==> config.mk <==
export PLATFORM = sky130hd
export DESIGN_NAME = ifetch_queue
export DESIGN_NICKNAME = d
export VERILOG_FILES = /design/src/rtl/ifetch_queue_pkg.sv /design/src/rtl/ifetch_queue_fifo.sv /design/src/rtl/ifetch_queue.sv
export SDC_FILE = /design/constraint.sdc
export NUM_CORES = 1
export LEC_CHECK = 0
export CAP_MARGIN = 20
export CORE_MARGIN = 2
export CORE_UTILIZATION = 50
export DETAILED_ROUTE_END_ITERATION = 8
export GPL_TIMING_DRIVEN = 0
export PLACE_DENSITY = 0.85
export SETUP_SLACK_MARGIN = 0.5
export SLEW_MARGIN = 20
export SYNTH_ARGS = -nofsm -noshare
export SYNTH_HDL_FRONTEND = slang
export SYNTH_SLANG_ARGS = --single-unit
==> constraint.sdc <==
create_clock -name clk -period 2.75 [get_ports clk]
set_clock_uncertainty 0.05 [all_clocks]
set_input_delay 0.275 -clock clk [delete_from_list [all_inputs] [get_ports clk]]
set_output_delay 0.275 -clock clk [all_outputs]
set_load 0.05 [all_outputs]
==> src/rtl/ifetch_queue_pkg.sv <==
// Shared constants for the instruction prefetch queue.
package ifetch_queue_pkg;

  // Address / instruction word width.
  localparam int unsigned IQ_AW = 16;

  // Default queue depth; also bounds occupancy plus in-flight fetches.
  localparam int unsigned IQ_DEPTH = 4;

  // Width of the occupancy output (0..DEPTH).
  localparam int unsigned IQ_LVL_W = 3;

  // Fetch addresses are word aligned.
  localparam logic [15:0] IQ_ALIGN_MASK = 16'hFFFE;

  // Force an address onto a word boundary.
  function automatic logic [15:0] iq_align(input logic [15:0] addr);
    return addr & IQ_ALIGN_MASK;
  endfunction

endpackage

==> src/rtl/ifetch_queue_fifo.sv <==
// Synchronous FIFO of {addr, word} entries with flush, count and full/empty flags.
module ifetch_queue_fifo
  import ifetch_queue_pkg::*;
#(
  parameter int unsigned DEPTH = IQ_DEPTH,
  parameter int unsigned WIDTH = 2 * IQ_AW
) (
  input  logic                     clk,
  input  logic                     rst,
  input  logic                     i_push,
  input  logic                     i_pop,
  input  logic                     i_flush,
  input  logic [WIDTH-1:0]         i_wdata,
  output logic [WIDTH-1:0]         o_rdata,
  output logic [$clog2(DEPTH):0]   o_count,
  output logic                     o_full,
  output logic                     o_empty
);

  localparam int unsigned PW = $clog2(DEPTH);
  localparam int unsigned CW = PW + 1;

  logic [WIDTH-1:0] r_mem [DEPTH];
  logic [PW-1:0]    r_wr_ptr;
  logic [PW-1:0]    r_rd_ptr;
  logic [CW-1:0]    r_count;

  logic w_do_push;
  logic w_do_pop;

  assign o_full  = (r_count == CW'(DEPTH));
  assign o_empty = (r_count == '0);
  assign o_count = r_count;
  assign o_rdata = r_mem[r_rd_ptr];

  // A pop frees the slot in the same cycle, so push-while-full is legal alongside a pop.
  assign w_do_pop  = i_pop && !o_empty;
  assign w_do_push = i_push && (!o_full || w_do_pop);

  // Pointer and occupancy bookkeeping; flush empties the queue like a reset.
  always_ff @(posedge clk) begin
    if (rst || i_flush) begin
      r_wr_ptr <= '0;
      r_rd_ptr <= '0;
      r_count  <= '0;
    end else begin
      if (w_do_push) r_wr_ptr <= r_wr_ptr + PW'(1);
      if (w_do_pop)  r_rd_ptr <= r_rd_ptr + PW'(1);
      r_count <= r_count + CW'(w_do_push) - CW'(w_do_pop);
    end
  end

  // Entry storage; needs no reset since empty entries are never presented as valid.
  always_ff @(posedge clk) begin
    if (w_do_push && !rst && !i_flush) r_mem[r_wr_ptr] <= i_wdata;
  end

  // The credit rule upstream must never let a push land on a full queue.
  a_no_overflow: assert property (@(posedge clk) disable iff (rst)
    !(i_push && o_full && !i_pop && !i_flush));

endmodule

==> src/rtl/ifetch_queue.sv <==
// Instruction prefetch stage: fetches sequential words over a req/gnt port into a small
// queue and hands them to the decoder with valid/pop; flushes and restarts on redirect.
module ifetch_queue
  import ifetch_queue_pkg::*;
#(
  parameter int unsigned DEPTH = IQ_DEPTH,
  parameter int unsigned AW    = IQ_AW
) (
  input  logic                clk,
  input  logic                rst,
  input  logic [AW-1:0]       RST_VEC,
  output logic                IF_req,
  output logic [AW-1:0]       IF_addr,
  input  logic                IF_gnt,
  input  logic [AW-1:0]       IF_rdata,
  output logic [AW-1:0]       IW_out,
  output logic [AW-1:0]       IW_addr,
  output logic                IW_valid,
  input  logic                IW_pop,
  input  logic                REDIR,
  input  logic [AW-1:0]       REDIR_addr,
  output logic [IQ_LVL_W-1:0] IF_level
);

  localparam int unsigned CW = $clog2(DEPTH) + 1;

  logic [AW-1:0] r_fa;          // next fetch address
  logic          r_inflight;    // a request was accepted last cycle; its data returns now
  logic [AW-1:0] r_infl_addr;   // address of the in-flight request

  logic [CW-1:0]     w_count;
  logic              w_full;
  logic              w_empty;
  logic              w_credit_ok;
  logic              w_accept;
  logic              w_push;
  logic              w_pop;
  logic [2*AW-1:0]   w_head;

  // Credit: queued words plus the outstanding fetch must leave room for one more.
  assign w_credit_ok = ((32'(w_count) + 32'(r_inflight)) < DEPTH) && !w_full;

  assign IF_req   = !rst && !REDIR && w_credit_ok;
  assign IF_addr  = r_fa;
  assign w_accept = IF_req && IF_gnt;

  // Returning data is written at the end of its data cycle unless a redirect kills it.
  assign w_push = r_inflight && !REDIR && !rst;
  assign w_pop  = IW_valid && IW_pop && !REDIR;

  assign IW_valid = !w_empty;
  assign IW_addr  = w_head[2*AW-1:AW];
  assign IW_out   = w_head[AW-1:0];
  assign IF_level = IQ_LVL_W'(w_count);

  // Fetch pointer and in-flight tracking; clearing r_inflight on redirect/reset acts as the
  // kill flag so stale data never reaches the queue.
  always_ff @(posedge clk) begin
    if (rst) begin
      r_fa        <= iq_align(RST_VEC);
      r_inflight  <= 1'b0;
      r_infl_addr <= '0;
    end else if (REDIR) begin
      r_fa        <= iq_align(REDIR_addr);
      r_inflight  <= 1'b0;
    end else begin
      r_inflight <= w_accept;
      if (w_accept) begin
        r_infl_addr <= r_fa;
        r_fa        <= r_fa + AW'(2);
      end
    end
  end

  ifetch_queue_fifo #(
    .DEPTH (DEPTH),
    .WIDTH (2 * AW)
  ) u_fifo (
    .clk     (clk),
    .rst     (rst),
    .i_push  (w_push),
    .i_pop   (w_pop),
    .i_flush (REDIR),
    .i_wdata ({r_infl_addr, IF_rdata}),
    .o_rdata (w_head),
    .o_count (w_count),
    .o_full  (w_full),
    .o_empty (w_empty)
  );

endmodule
# [Word-level counts from Yosys, hierarchy flattened]
# Memory sizes are Yosys's and may differ from the RTL's. A register that Yosys moved wholly into a read port is not among the register bits.
# Cells that the tools add are included.
[totals] ramBits=128 mem_count=1 in_bits=53 reg_bits=40
[mem_list] memory="u_fifo.r_mem" words=4 width=32 rd=1 rd_ports_with_merged_regs=1 wr=1 line_no="ifetch_queue_fifo.sv:23" rtl="logic [WIDTH-1:0] r_mem [DEPTH];"
[classes] magnitude_cmp=1 eq_ne=1 reduce_logical=22 bitwise_logic=1 addsub=6 muxes=7
[ops] operator="$mux W16" n=3
[ops] operator="$add A16 B2 Y16 const B" n=1
[ops] operator="$logic_and A1 B1 Y1" n=12
[ops] operator="$add A2 B1 Y2 const B" n=2
[ops] operator="$add A3 B1 Y4" n=1
[ops] operator="$logic_not A1 Y1" n=4
[ops] operator="$lt A4 B3 Y1 const B" n=1
[ops] operator="$mux W2" n=2
[ops] operator="$add A3 B1 Y3" n=1
[ops] operator="$eq A3 B3 Y1 const B" n=1
[ops] operator="$logic_not A3 Y1" n=1
[ops] operator="$reduce_bool A3 Y1" n=1
[ops] operator="$sub A3 B1 Y3" n=1
[ops] operator="$logic_or A1 B1 Y1" n=2
[ops] operator="$mux W1" n=2
[ops] operator="$reduce_and A2 Y1" n=1
[ops] operator="$reduce_or A2 Y1" n=1
[ops] operator="$not A1 Y1" n=1

# [Depth between registers and ports, before layout]
[logic_depth] depth_word=11 mapped_depth=10 mapped_depth_nobuf=9

# [Cells and area by module]
# From an unflattened synthesis, not the netlist that was laid out.
[hier_totals] hier_cells=375 area_unflattened_um2=6671.4
[modules_own_cells] module="ifetch_queue_fifo" area_each_um2=5099.9 seq_area_each_um2=4023.9 n_inst=1 cells_each=214
[modules_own_cells] module="ifetch_queue" area_each_um2=1571.5 seq_area_each_um2=770.7 n_inst=1 cells_each=161

# [Least setup slack after synthesis]
# No wires, ideal clock.
[synth_path] path_type="flip-flop to flip-flop" from="register u_fifo.r_count[1] (netlist: u_fifo.o_count[1])" to="register u_fifo.r_count[2] (netlist: u_fifo.o_count[2])" path_stages_with_launch=10 period_less_slack_ps=2650 setup_slack_ps=100 path_buffers=0 arrival_ps=2480 cell_sequence="dfxtp_1 or3_1 and2_1 ha_1 inv_1 ha_1 inv_1 fa_1 xnor2_1 nor2_1"
[synth_between] elab_chain_cells=9 elab_cells_between_ends=11 classes_between="add/sub (2); eq/ne (1); reduce/logical (8)"
[synth_lines] item="start: declaration" line_no="ifetch_queue_fifo.sv:26" rtl="logic [CW-1:0] r_count;"
[synth_lines] item="start signal: assignment" line_no="ifetch_queue_fifo.sv:49" rtl="r_count <= r_count + CW'(w_do_push) - CW'(w_do_pop);"
[synth_lines] item="$logic_not A3 Y1 (*)" line_no="ifetch_queue_fifo.sv:32" rtl="assign o_empty = (r_count == '0);"
[synth_lines] item="$logic_not A1 Y1 (*)" line_no="ifetch_queue.sv:51" rtl="assign IW_valid = !w_empty;"
[synth_lines] item="named net IW_valid" line_no="ifetch_queue.sv:18" rtl="output logic IW_valid,"
[synth_lines] item="$logic_and A1 B1 Y1 (2 in series)" line_no="ifetch_queue.sv:49" rtl="assign w_pop = IW_valid && IW_pop && !REDIR;"
[synth_lines] item="$logic_and A1 B1 Y1 (*)" line_no="ifetch_queue_fifo.sv:37" rtl="assign w_do_pop = i_pop && !o_empty;"
[synth_lines] item="named net u_fifo.w_do_pop" line_no="ifetch_queue_fifo.sv:29" rtl="logic w_do_pop;"
[synth_lines] item="$logic_or A1 B1 Y1" line_no="ifetch_queue_fifo.sv:38" rtl="assign w_do_push = i_push && (!o_full || w_do_pop);"
[synth_lines] item="$logic_and A1 B1 Y1" line_no="ifetch_queue_fifo.sv:38"
[synth_lines] item="$add A3 B1 Y3" line_no="ifetch_queue_fifo.sv:49"
[synth_lines] item="$sub A3 B1 Y3 (*)" line_no="ifetch_queue_fifo.sv:49"
# Mark *: on every way through the listed nets, which the timed path passes. The rest lies on a longest branch.
# A chain may end at the register's enable or synchronous reset.

# [Final worst setup path]
[layout_path] from="register u_fifo.r_count[1] (netlist: u_fifo.o_count[1])" to="output IF_req"
[layout_between] elab_chain_cells=4 elab_cells_between_ends=6 classes_between="add/sub (1); order compare (1); eq/ne (1); reduce/logical (3)"
[layout_lines] item="$add A3 B1 Y4 or $eq A3 B3 Y1 (tied branches)" line_no="ifetch_queue.sv:41, ifetch_queue_fifo.sv:31"
[layout_lines] item="$lt A4 B3 Y1 or $logic_not A1 Y1 (tied branches)" line_no="ifetch_queue.sv:41" rtl="assign w_credit_ok = ((32'(w_count) + 32'(r_inflight)) < DEPTH) && !w_full;"
[layout_lines] item="$logic_and A1 B1 Y1 (*)" line_no="ifetch_queue.sv:41"
[layout_lines] item="$logic_and A1 B1 Y1 (*)" line_no="ifetch_queue.sv:43" rtl="assign IF_req = !rst && !REDIR && w_credit_ok;"
[layout_lines] item="end: declaration" line_no="ifetch_queue.sv:12" rtl="output logic IF_req,"
# Every way passes the cells marked *; elsewhere a longest branch is shown, timed or not.

==> run metrics <==
status finished clean; CTS Root Cell clkbuf_16; Mapped Area about 6700 um^2; routed vias between 3,000 and 4,000; Worst VDD drop about 0.00039 V; share of flip-flops with an asynchronous set or reset 0%; clk buf depth 2; initial antenna violation count 0; Die H between 100 and 150 um; die area between 10,000 and 15,000 um^2; Synth top cells by count edfxtp_1, mux4_2, nand2_1; Worst Path Max Fanout 10; ANT cells 0; # rows 42; total grt overflow 0; Avg WL per Cell approximately 19 um; Post-Place Cells 679; Crit Path Class flip-flop to primary output; YS warnings 0; H-Tree Depth 4; PD cells approximately 640 nW/um^2; sequential area share after synthesis ~70%; register area between 4000 and 5000 um^2; Final Hold Fails 0; dpl ws -0.2862 ns; Final min period roughly 2.3 ns; clock slew at reported path FFs around 0.06 ns; core area roughly 13,000 um^2; post-synthesis cell count 397; Post-Route WL 13.80 mm; Cell variety after synth 45; Highest Clock Rate 0.4346 GHz; Hold WS 0.4524 ns; RSZ-0062 raised after global routing true; All-Layer GR Usage approximately 20%; NumNets Final approximately 590; # setup viols final 0; LEAKAGE ~2.9 nW; Syn-to-layout area delta 27.98%; Ports around 110; antenna viol nets, final 0; Top FF cell, synth edfxtp_1; Syn Area/Cell 16.79 um^2; max cap viols 0; Critical Path AT 1.98 ns; hpwl dp 9.102 mm; Initial Util ~51%; CTS hold repair buffers 0; footprint of the multi-input gates 1891 um^2; first-pass GRT wire length roughly 22 mm; number of synthesized flops with an enable pin around 140; clk_lat worst skew roughly 0.41 ns; DRC 0; setup ws final 0.4488 ns; RePlAce Congestion 0.8544; worst slew pin tran 0.7518 ns; Clock Sinks approximately 160; Pins Over Slew Limit 0; port bufs a little over 100; vias per cell between 5 and 6; vias in the first global route ~4,200; final core occ between 60% and 70%; fin crit share between 80 and 90%; Hold Crit Class input pin to flip-flop; fill cell count just over 900; layout cell share with drive strength beyond 1 between 20 and 30%; CP endpoint kind primary output; initial DRC count between 300 and 400; CTS tree done; Area contributors post-synth edfxtp_1, mux4_2, dfxtp_1; CTS Buf Count 17; largest net degree at the start of global routing 25; leading area contributor after synthesis edfxtp_1; Chip Width 119.5 um; Pre-antenna DRT Iters 4; most numerous cell in the Yosys netlist edfxtp_1; share of the synthesized area in the top cell type between 60% and 70%; CP startpoint kind flip-flop; Slew HR approximately half; Post-Layout Cell Count between 700 and 800; Seq cells post-synth approximately 160; WP data required roughly 2.4 ns
## worst max-delay path, cell delays in order (launching register included)
cell,delay [ns]
dfxtp_2,0.36
ha_1,0.22
nand3b_1,0.23
o32ai_4,0.39
buf_6,0.19
buf_6,0.17
## final cells by class
| class | instances | share of cell area (%) |
|---|---|---|
| clock inverters | 14 | 1.510 |
| multi-input cells | 201 | 22.16 |
| well taps | 176 | 2.581 |
| repair buffers | 111 | 11.81 |
| clock buffers | 18 | 5.030 |
| flip-flops and latches | 164 | 54.91 |
| plain buffers | 22 | 1.481 |
| inverters | 12 | 0.5279 |
## placed cells by master, fill, tap and decap left out, types with 8 or more instances in the layout
cell type and count:
buf_2 25, buf_4 8, clkbuf_1 10, clkbuf_16 17
clkdlybuf4s50_1 68, dfxtp_1 21, edfxtp_1 139, inv_1 11
mux2i_1 9, mux4_2 31, nand2_1 28, nand3_1 15
nor2_1 11, nor3_1 12, o21ai_0 8, o311ai_0 14
## where the power goes
group	switching, mW	internal [mW]
Combinational	0.261	0.186
Sequential	0.0663	2.75
Clock	0.955	1.25
## logic make-up (layout without fill, tap and decap cells)
group / count (synthesis) / count (layout) / synth area share [%]
AO/OA/AOI/OAI: 41 / 41 / 4.918
buffers and inverters: 34 / 177 / 2.121
multiplexers: 42 / 42 / 12.16
XOR/XNOR: 10 / 10 / 1.314
adder cells (fa/ha/maj): 9 / 9 / 1.802
flip-flops: 164 / 164 / 70.12
other: 1 / 2 / 0.05625
AND/OR/NAND/NOR: 96 / 97 / 7.508
## state kept, by name, summed over array words and instances (netlist names), named ones only
name / flops
IF_addr: 15
u_fifo.o_count: 3
r_infl_addr: 15
u_fifo.r_wr_ptr: 2
r_inflight: 1
u_fifo.r_rd_ptr: 2
u_fifo.r_mem: 124
## path summary, 6_finish.rpt
| kind | start | endpoint | slack (ns) | depth (start not counted) |
|---|---|---|---|---|
| max reg2reg | u_fifo.o_count[0] | u_fifo.o_count[2] | 0.57 | 9 |
| min | IF_rdata[0] | u_fifo.r_mem[1][0] | 0.45 | 1 |
| min reg2reg | r_infl_addr[11] | u_fifo.r_mem[3][27] | 0.46 | 0 |
| max | u_fifo.o_count[1] | IF_req | 0.45 | 5 |
## through the flow
step | area [um^2] | TNS [ns] | power, mW
after detailed placement | 8000 | -5.887 | 3.294
final | 8532 | 0 | 5.469
after floorplan | 6684 | 0 | 3.089
after CTS | 8622 | 0 | 5.480
after global placement | 7915 | -76.69 | 3.273
after global routing | 8532 | 0 | 5.636
## metal layers
metal	routed length, um	vias up	global-route usage, %
met5	0	-	0
met4	92	0	5.588
met3	925	9	5.508
met2	6977	167	34.04
met1	5805	1973	25.58
li1	-	1841	-
## what timing repair did
item	CTS	global route
cloned	0	1
endpoints found under the setup margin	145	142
endpoints found under the hold margin	0	0
buffers inserted	2	4
gates resized for setup	102	64
pin swaps	0	1
No activity file was read; power rests on OpenSTA's default activity.
